## src/rtl/axi_cfg_sequencer.sv

```systemverilog
// axi_cfg_sequencer: replays a small command table (WRITE, READ_CMP, WAIT, END) through the
// user-side request port of an AXI4-Lite master, one outstanding transaction at a time.
// Optional feature: define SEQ_TIMEOUT_EN to enable the WAIT_RDY watchdog (err_code 11).
module axi_cfg_sequencer #(
   parameter int unsigned N_CMD   = 8,
   parameter int unsigned ADDR_W  = 32,
   parameter int unsigned DATA_W  = 32,
   parameter int unsigned TIMEOUT = 64,
   localparam int unsigned STRB_W = DATA_W / 8,
   localparam int unsigned IDX_W  = $clog2(N_CMD)
) (
   input  logic              ACLK,
   input  logic              ARESET,
   input  logic              cmd_we,
   input  logic [IDX_W-1:0]  cmd_idx,
   input  logic [1:0]        cmd_op,
   input  logic [ADDR_W-1:0] cmd_addr,
   input  logic [DATA_W-1:0] cmd_data,
   input  logic [STRB_W-1:0] cmd_strb,
   input  logic              start,
   output logic              busy,
   output logic              done,
   output logic              error,
   output logic [IDX_W-1:0]  err_idx,
   output logic [1:0]        err_code,
   output logic              valid,
   output logic [ADDR_W-1:0] aw_addr,
   output logic [DATA_W-1:0] w_data,
   output logic [STRB_W-1:0] w_strb,
   output logic              read_valid,
   output logic [ADDR_W-1:0] ar_addr,
   input  logic              ready,
   input  logic [DATA_W-1:0] m_rdata,
   input  logic [1:0]        m_resp
);

   localparam logic [1:0] OpEnd   = 2'b00;
   localparam logic [1:0] OpWrite = 2'b01;
   localparam logic [1:0] OpRead  = 2'b10;
   localparam logic [1:0] OpWait  = 2'b11;

   localparam logic [1:0] ErrNone = 2'b00;
   localparam logic [1:0] ErrResp = 2'b01;
   localparam logic [1:0] ErrCmp  = 2'b10;

   if (N_CMD < 2 || N_CMD > 64 || (N_CMD & (N_CMD - 1)) != 0 || TIMEOUT < 1 || DATA_W < 16)
   begin : g_param_check
      $error("axi_cfg_sequencer: unsupported parameter set");
   end

   typedef enum logic [2:0] {
      StIdle, StFetch, StIssue, StWaitRdy, StDelay, StDone, StErr
   } state_e;

   state_e              state_q, state_d;
   logic [IDX_W-1:0]    idx_q, idx_d;
   logic [15:0]         cnt_q, cnt_d;
   logic                done_q, done_d;
   logic                error_q, error_d;
   logic [IDX_W-1:0]    err_idx_q, err_idx_d;
   logic [1:0]          err_code_q, err_code_d;
   logic                advance;

   logic [1:0]          tbl_op_q   [N_CMD];
   logic [ADDR_W-1:0]   tbl_addr_q [N_CMD];
   logic [DATA_W-1:0]   tbl_data_q [N_CMD];
   logic [STRB_W-1:0]   tbl_strb_q [N_CMD];

   logic [1:0]          op_q;
   logic [ADDR_W-1:0]   addr_q;
   logic [DATA_W-1:0]   data_q;
   logic [STRB_W-1:0]   strb_q;

   logic [DATA_W-1:0]   cmp_mask;
   logic                rd_mismatch;

`ifdef SEQ_TIMEOUT_EN
   localparam logic [1:0] ErrTimeout = 2'b11;
   localparam int unsigned WD_W = $clog2(TIMEOUT + 1);
   logic [WD_W-1:0]     wd_q, wd_d;
`endif

   assign busy = (state_q == StFetch) || (state_q == StIssue) ||
                 (state_q == StWaitRdy) || (state_q == StDelay);

   // Command table; an empty slot reads as END, and writes are locked out while running.
   always_ff @(posedge ACLK or negedge ARESET) begin
      if (!ARESET) begin
         for (int i = 0; i < N_CMD; i++) begin
            tbl_op_q[i]   <= OpEnd;
            tbl_addr_q[i] <= '0;
            tbl_data_q[i] <= '0;
            tbl_strb_q[i] <= '0;
         end
      end else if (cmd_we && !busy) begin
         tbl_op_q[cmd_idx]   <= cmd_op;
         tbl_addr_q[cmd_idx] <= cmd_addr;
         tbl_data_q[cmd_idx] <= cmd_data;
         tbl_strb_q[cmd_idx] <= cmd_strb;
      end
   end

   // Latch the fetched entry; it stays on the request outputs until the next fetch.
   always_ff @(posedge ACLK or negedge ARESET) begin
      if (!ARESET) begin
         op_q   <= OpEnd;
         addr_q <= '0;
         data_q <= '0;
         strb_q <= '0;
      end else if (state_q == StFetch) begin
         op_q   <= tbl_op_q[idx_q];
         addr_q <= tbl_addr_q[idx_q];
         data_q <= tbl_data_q[idx_q];
         strb_q <= tbl_strb_q[idx_q];
      end
   end

   // Expand the byte mask and flag any selected byte that differs from the expectation.
   always_comb begin
      cmp_mask = '0;
      for (int b = 0; b < STRB_W; b++) begin
         cmp_mask[b*8 +: 8] = {8{strb_q[b]}};
      end
      rd_mismatch = |((m_rdata ^ data_q) & cmp_mask);
   end

   // Sequencer state and status registers.
   always_ff @(posedge ACLK or negedge ARESET) begin
      if (!ARESET) begin
         state_q    <= StIdle;
         idx_q      <= '0;
         cnt_q      <= '0;
         done_q     <= 1'b0;
         error_q    <= 1'b0;
         err_idx_q  <= '0;
         err_code_q <= ErrNone;
`ifdef SEQ_TIMEOUT_EN
         wd_q       <= '0;
`endif
      end else begin
         state_q    <= state_d;
         idx_q      <= idx_d;
         cnt_q      <= cnt_d;
         done_q     <= done_d;
         error_q    <= error_d;
         err_idx_q  <= err_idx_d;
         err_code_q <= err_code_d;
`ifdef SEQ_TIMEOUT_EN
         wd_q       <= wd_d;
`endif
      end
   end

   // Next-state decode, table walk and status flag updates.
   always_comb begin
      state_d    = state_q;
      idx_d      = idx_q;
      cnt_d      = cnt_q;
      done_d     = done_q;
      error_d    = error_q;
      err_idx_d  = err_idx_q;
      err_code_d = err_code_q;
      advance    = 1'b0;
`ifdef SEQ_TIMEOUT_EN
      wd_d       = wd_q;
`endif
      case (state_q)
         StIdle: begin
            if (start) begin
               state_d    = StFetch;
               idx_d      = '0;
               done_d     = 1'b0;
               error_d    = 1'b0;
               err_idx_d  = '0;
               err_code_d = ErrNone;
            end
         end
         StFetch: begin
            case (tbl_op_q[idx_q])
               OpEnd:   state_d = StDone;
               OpWait: begin
                  cnt_d   = tbl_data_q[idx_q][15:0];
                  state_d = StDelay;
               end
               default: state_d = StIssue;
            endcase
         end
         StIssue: begin
            state_d = StWaitRdy;
`ifdef SEQ_TIMEOUT_EN
            wd_d    = '0;
`endif
         end
         StWaitRdy: begin
            if (ready) begin
               if (m_resp != 2'b00) begin
                  state_d    = StErr;
                  err_code_d = ErrResp;
               end else if (op_q == OpRead && rd_mismatch) begin
                  state_d    = StErr;
                  err_code_d = ErrCmp;
               end else begin
                  advance = 1'b1;
               end
            end
`ifdef SEQ_TIMEOUT_EN
            else if (wd_q == WD_W'(TIMEOUT - 1)) begin
               state_d    = StErr;
               err_code_d = ErrTimeout;
            end else begin
               wd_d = wd_q + WD_W'(1);
            end
`endif
         end
         StDelay: begin
            if (cnt_q == 16'd0) begin
               advance = 1'b1;
            end else begin
               cnt_d = cnt_q - 16'd1;
            end
         end
         StDone, StErr: state_d = StIdle;
         default:       state_d = StIdle;
      endcase

      // The table does not wrap: finishing the last slot completes the sequence.
      if (advance) begin
         if (idx_q == IDX_W'(N_CMD - 1)) begin
            state_d = StDone;
         end else begin
            idx_d   = idx_q + IDX_W'(1);
            state_d = StFetch;
         end
      end

      if (state_d == StDone) begin
         done_d = 1'b1;
      end
      if (state_d == StErr) begin
         error_d   = 1'b1;
         err_idx_d = idx_q;
      end
   end

   assign done       = done_q;
   assign error      = error_q;
   assign err_idx    = err_idx_q;
   assign err_code   = err_code_q;
   assign valid      = (state_q == StIssue) && (op_q == OpWrite);
   assign read_valid = (state_q == StIssue) && (op_q == OpRead);
   assign aw_addr    = addr_q;
   assign w_data     = data_q;
   assign w_strb     = strb_q;
   assign ar_addr    = addr_q;

endmodule
```

## config.mk

```make
export PLATFORM = sky130hd
export DESIGN_NAME = axi_cfg_sequencer
export DESIGN_NICKNAME = d
export VERILOG_FILES = /design/src/rtl/axi_cfg_sequencer.sv
export SDC_FILE = /design/constraint.sdc
export NUM_CORES = 1
export LEC_CHECK = 0
export BUFFER_PORTS_ARGS = -buffer_cell sky130_fd_sc_hd__buf_2
export CAP_MARGIN = 20
export CORE_AREA = 2 2 217 219
export DETAILED_ROUTE_END_ITERATION = 12
export DIE_AREA = 0 0 219 221
export HOLD_SLACK_MARGIN = 0.06
export PLACE_DENSITY_LB_ADDON = 0.3
export SLEW_MARGIN = 0
export SYNTH_ARGS = -nofsm -noshare
export SYNTH_HDL_FRONTEND = slang
export SYNTH_SLANG_ARGS = --single-unit
```

## constraint.sdc

```tcl
create_clock -name ACLK -period 4.9 [get_ports ACLK]
set_input_delay 0.98 -clock ACLK [delete_from_list [all_inputs] [get_ports ACLK]]
set_output_delay 0.98 -clock ACLK [all_outputs]
set_load 0.01 [all_outputs]
```

==> impl_metrics.py <==
metrics = {
    "drt": {
        "highest_layer": "met5",
        "dr_wl_met2_mm": 31.7,
        "m1WireLength_mm": 27.8,
        "via_per_inst": 6.28,
        "vias": 17741,
        "ant_nets": 0,
        "first_pass_iters": 5,
        "drt-wirelength-per-cell_um": 23.1,
        "wl_met3_mm": 4.58,
        "drt_wl_total_mm": 65.2,
        "drtIter0Drc": 1158,
        "drc": 0,
    },
    "synthesis": {
        "synthDistinctLibCells": 53,
        "netlist.area_leader.share": 0.558,
        "synthFlopType": "dfrtp_1",
        "synth_edf_count": 0,
        "syn_nets": 2121,
        "yosys_warnings": 0,
        "yosysMostFrequentCell": "dfrtp_1",
        "synth_area_um2": 29500,
        "synthArstFlopShare": 1.00,
        "yosys-top-cells-count": "659 x dfrtp_1, 519 x mux2_2, 140 x mux4_2",
        "ys_seq_elements": 659,
        "synthTopCellsByArea": "dfrtp_1 56%, mux2_2 20%, mux4_2 11%",
        "avgSynthCellArea_um2": 14.7,
        "seq_area_frac_synth": 0.558,
        "synth_top_area_cell": "dfrtp_1",
        "netlist_instances": 2004,
    },
    "min_path": {
        "min_path_type": "in -> async",
    },
    "clock_tree": {
        "ctsRootBufferMaster": "clkbuf_16",
        "clk_latency_ns": 0.59,
        "htreeDepth": 3,
        "cts_tree": "built",
        "clk_pin_slew_ns": 0.06,
        "clock-sinks": 659,
        "cts_buffer_depth": 3,
        "cts_hold_buf": 0,
        "cts_setup_buffers": 0,
        "numCtsBuffers": 69,
        "cts_resized": 0,
    },
    "worst_setup_path": {
        "crit_type": "reg -> reg",
        "cp_data_required_time_ns": 5.37,
        "path_max_fanout": 68,
        "worstSetupEndpointType": "flop",
        "arrival_ns": 3.92,
        "start_kind": "flop",
    },
    "grt": {
        "grt_usage": 0.278,
        "grt_remaining_overflow": 0,
        "grt_max_degree": 117,
        "grt_pass1_vias": 18475,
        "grt_pass1_wl_mm": 104,
        "antenna_found_initial": 10,
    },
    "sta": {
        "fin_crit_sh": 0.704,
        "setup_tns_ns": 0,
        "hold_ws_ns": 0.456,
        "rsz0062_at_grt": "false",
        "fmax_mhz": 290,
        "slew_headroom": 0.283,
        "min_period_ns": 3.45,
        "setup_viol": 0,
        "finalHoldViolCount": 0,
        "max_slew.worst_pin.slew_ns": 1.08,
        "drv_slew": 0,
        "final.setup_skew_ns": 0.0225,
    },
    "floorplanning": {
        "io_pins": 222,
        "floorplan.initialDensity": 0.641,
        "die_w_um": 219,
        "die_h_um": 221,
        "die_area_um2": 48400,
        "row_count": 79,
        "coreArea_um2": 46100,
    },
    "cells_and_area": {
        "design_area_um2": 33100,
        "fillCellCount": 2978,
        "stdcell_count": 2827,
        "area_growth_pct": 12.0,
        "drive_above_1_share": 0.464,
        "utilization": 0.719,
        "final_nets": 2283,
    },
    "flow_run": {
        "cap_violations": 0,
    },
    "placement": {
        "hpwlAfterDp_mm": 37.8,
        "place.gp.congestion": 0.840,
        "dp.cells": 2700,
        "dpl_cell_area_um2": 30900,
        "port_buffers": 221,
    },
    "run_status": {
        "outcome": "completed",
    },
    "pwr": {
        "peakVddDrop_v": 0.000616,
        "p_leak_uw": 0.0146,
        "power_density_nw_per_um2": 661,
    },
}
[area by class of cell]
type,count,area (µm²),area share
tap,607,759,0.0229
multi-input combinational,1167,12100,0.366
clock buffer,111,2110,0.0637
sequential,659,16500,0.499
antenna,5,12.5,0.000378
inverter,16,61.3,0.00185
clock inverter,9,73.8,0.00223
timing repair buffer,253,1460,0.0442
[per-layer routing]
metal | up-vias | GRT usage
met5 | - | 0
met4 | 12 | 0.0708
met3 | 106 | 0.0642
met2 | 530 | 0.441
met1 | 9480 | 0.393
li1 | 7613 | -
[state kept, by name (all words and copies together) (netlist names), 3 cells and up]
name and count:
tbl_data_q 256, w_strb 4, tbl_op_q 16, state_q 3, tbl_strb_q 32, idx_q 3, err_idx 3, ar_addr 32
cnt_q 16, w_data 32, tbl_addr_q 256
[layout by cell type (no fill, tap or decap), types with 3 or more instances in the layout]
master	instances
diode_2	5
dfrtp_1	656
a31oi_1	54
mux2_2	519
nand2b_1	3
o21ai_1	3
nor3_1	11
ha_1	5
o21ai_0	20
a32o_1	5
nor2_4	3
inv_1	15
clkbuf_8	14
buf_4	23
nand4_1	9
nand3_1	7
clkbuf_1	24
a21oi_1	37
clkinv_2	8
nand2_1	127
mux4_2	140
and2_1	3
xnor2_1	32
nor2_1	86
buf_12	7
mux2_1	41
buf_2	220
mux2i_1	21
clkbuf_16	73
or3_1	4
[worst max-delay path: stages (launching register included)]
cell and delay [ns]:
dfrtp_4 1.13, mux4_2 0.37, mux2i_1 0.15, inv_1 0.11, ha_1 0.17, a21oi_1 0.09, nor2_1 0.78, o21ai_0 0.24
a32o_1 0.26
[path summary, 6_finish.rpt]
check                                                  from  cells past startpoint                          end  slack (ns)
worst max-delay path                     idx_q[1]$_DFF_PN0_                      8         cnt_q[3]$_DFFE_PN0P_        1.45
worst min-delay path                                 ARESET                      1  tbl_data_q[234]$_DFFE_PN0P_        0.46
worst max register to register           idx_q[1]$_DFF_PN0_                      8         cnt_q[3]$_DFFE_PN0P_        1.45
worst min register to register  tbl_data_q[171]$_DFFE_PN0P_                      1  tbl_data_q[171]$_DFFE_PN0P_        0.48
max in group asynchronous                            ARESET                      2   tbl_addr_q[60]$_DFFE_PN0P_        3.29
min in group ACLK               tbl_data_q[171]$_DFFE_PN0P_                      1  tbl_data_q[171]$_DFFE_PN0P_        0.48
[logic make-up (layout without fill, tap and decap cells)]
logic type,count (synthesis),count (layout),share of synthesized area
buffers and inverters,178,389,0.0335
XOR/XNOR,33,33,0.0100
other,0,5,0
flip-flops,659,659,0.558
AO/OA/AOI/OAI,136,136,0.0280
AND/OR/NAND/NOR,272,272,0.0409
multiplexers,721,721,0.327
adder cells (fa/ha/maj),5,5,0.00212
[power by group]
group	switching (µW)	internal [µW]
Combinational	3030	4120
Clock	2060	2990
Sequential	1600	8080
[stage by stage]
step	total power, µW	setup WS, ns
after floorplan	14900	2.31
after global placement	16300	1.46
after detailed placement	16800	1.29
after CTS	22000	1.48
after global routing	23100	1.28
final	21900	1.45
(Power assumes the default switching activity.)
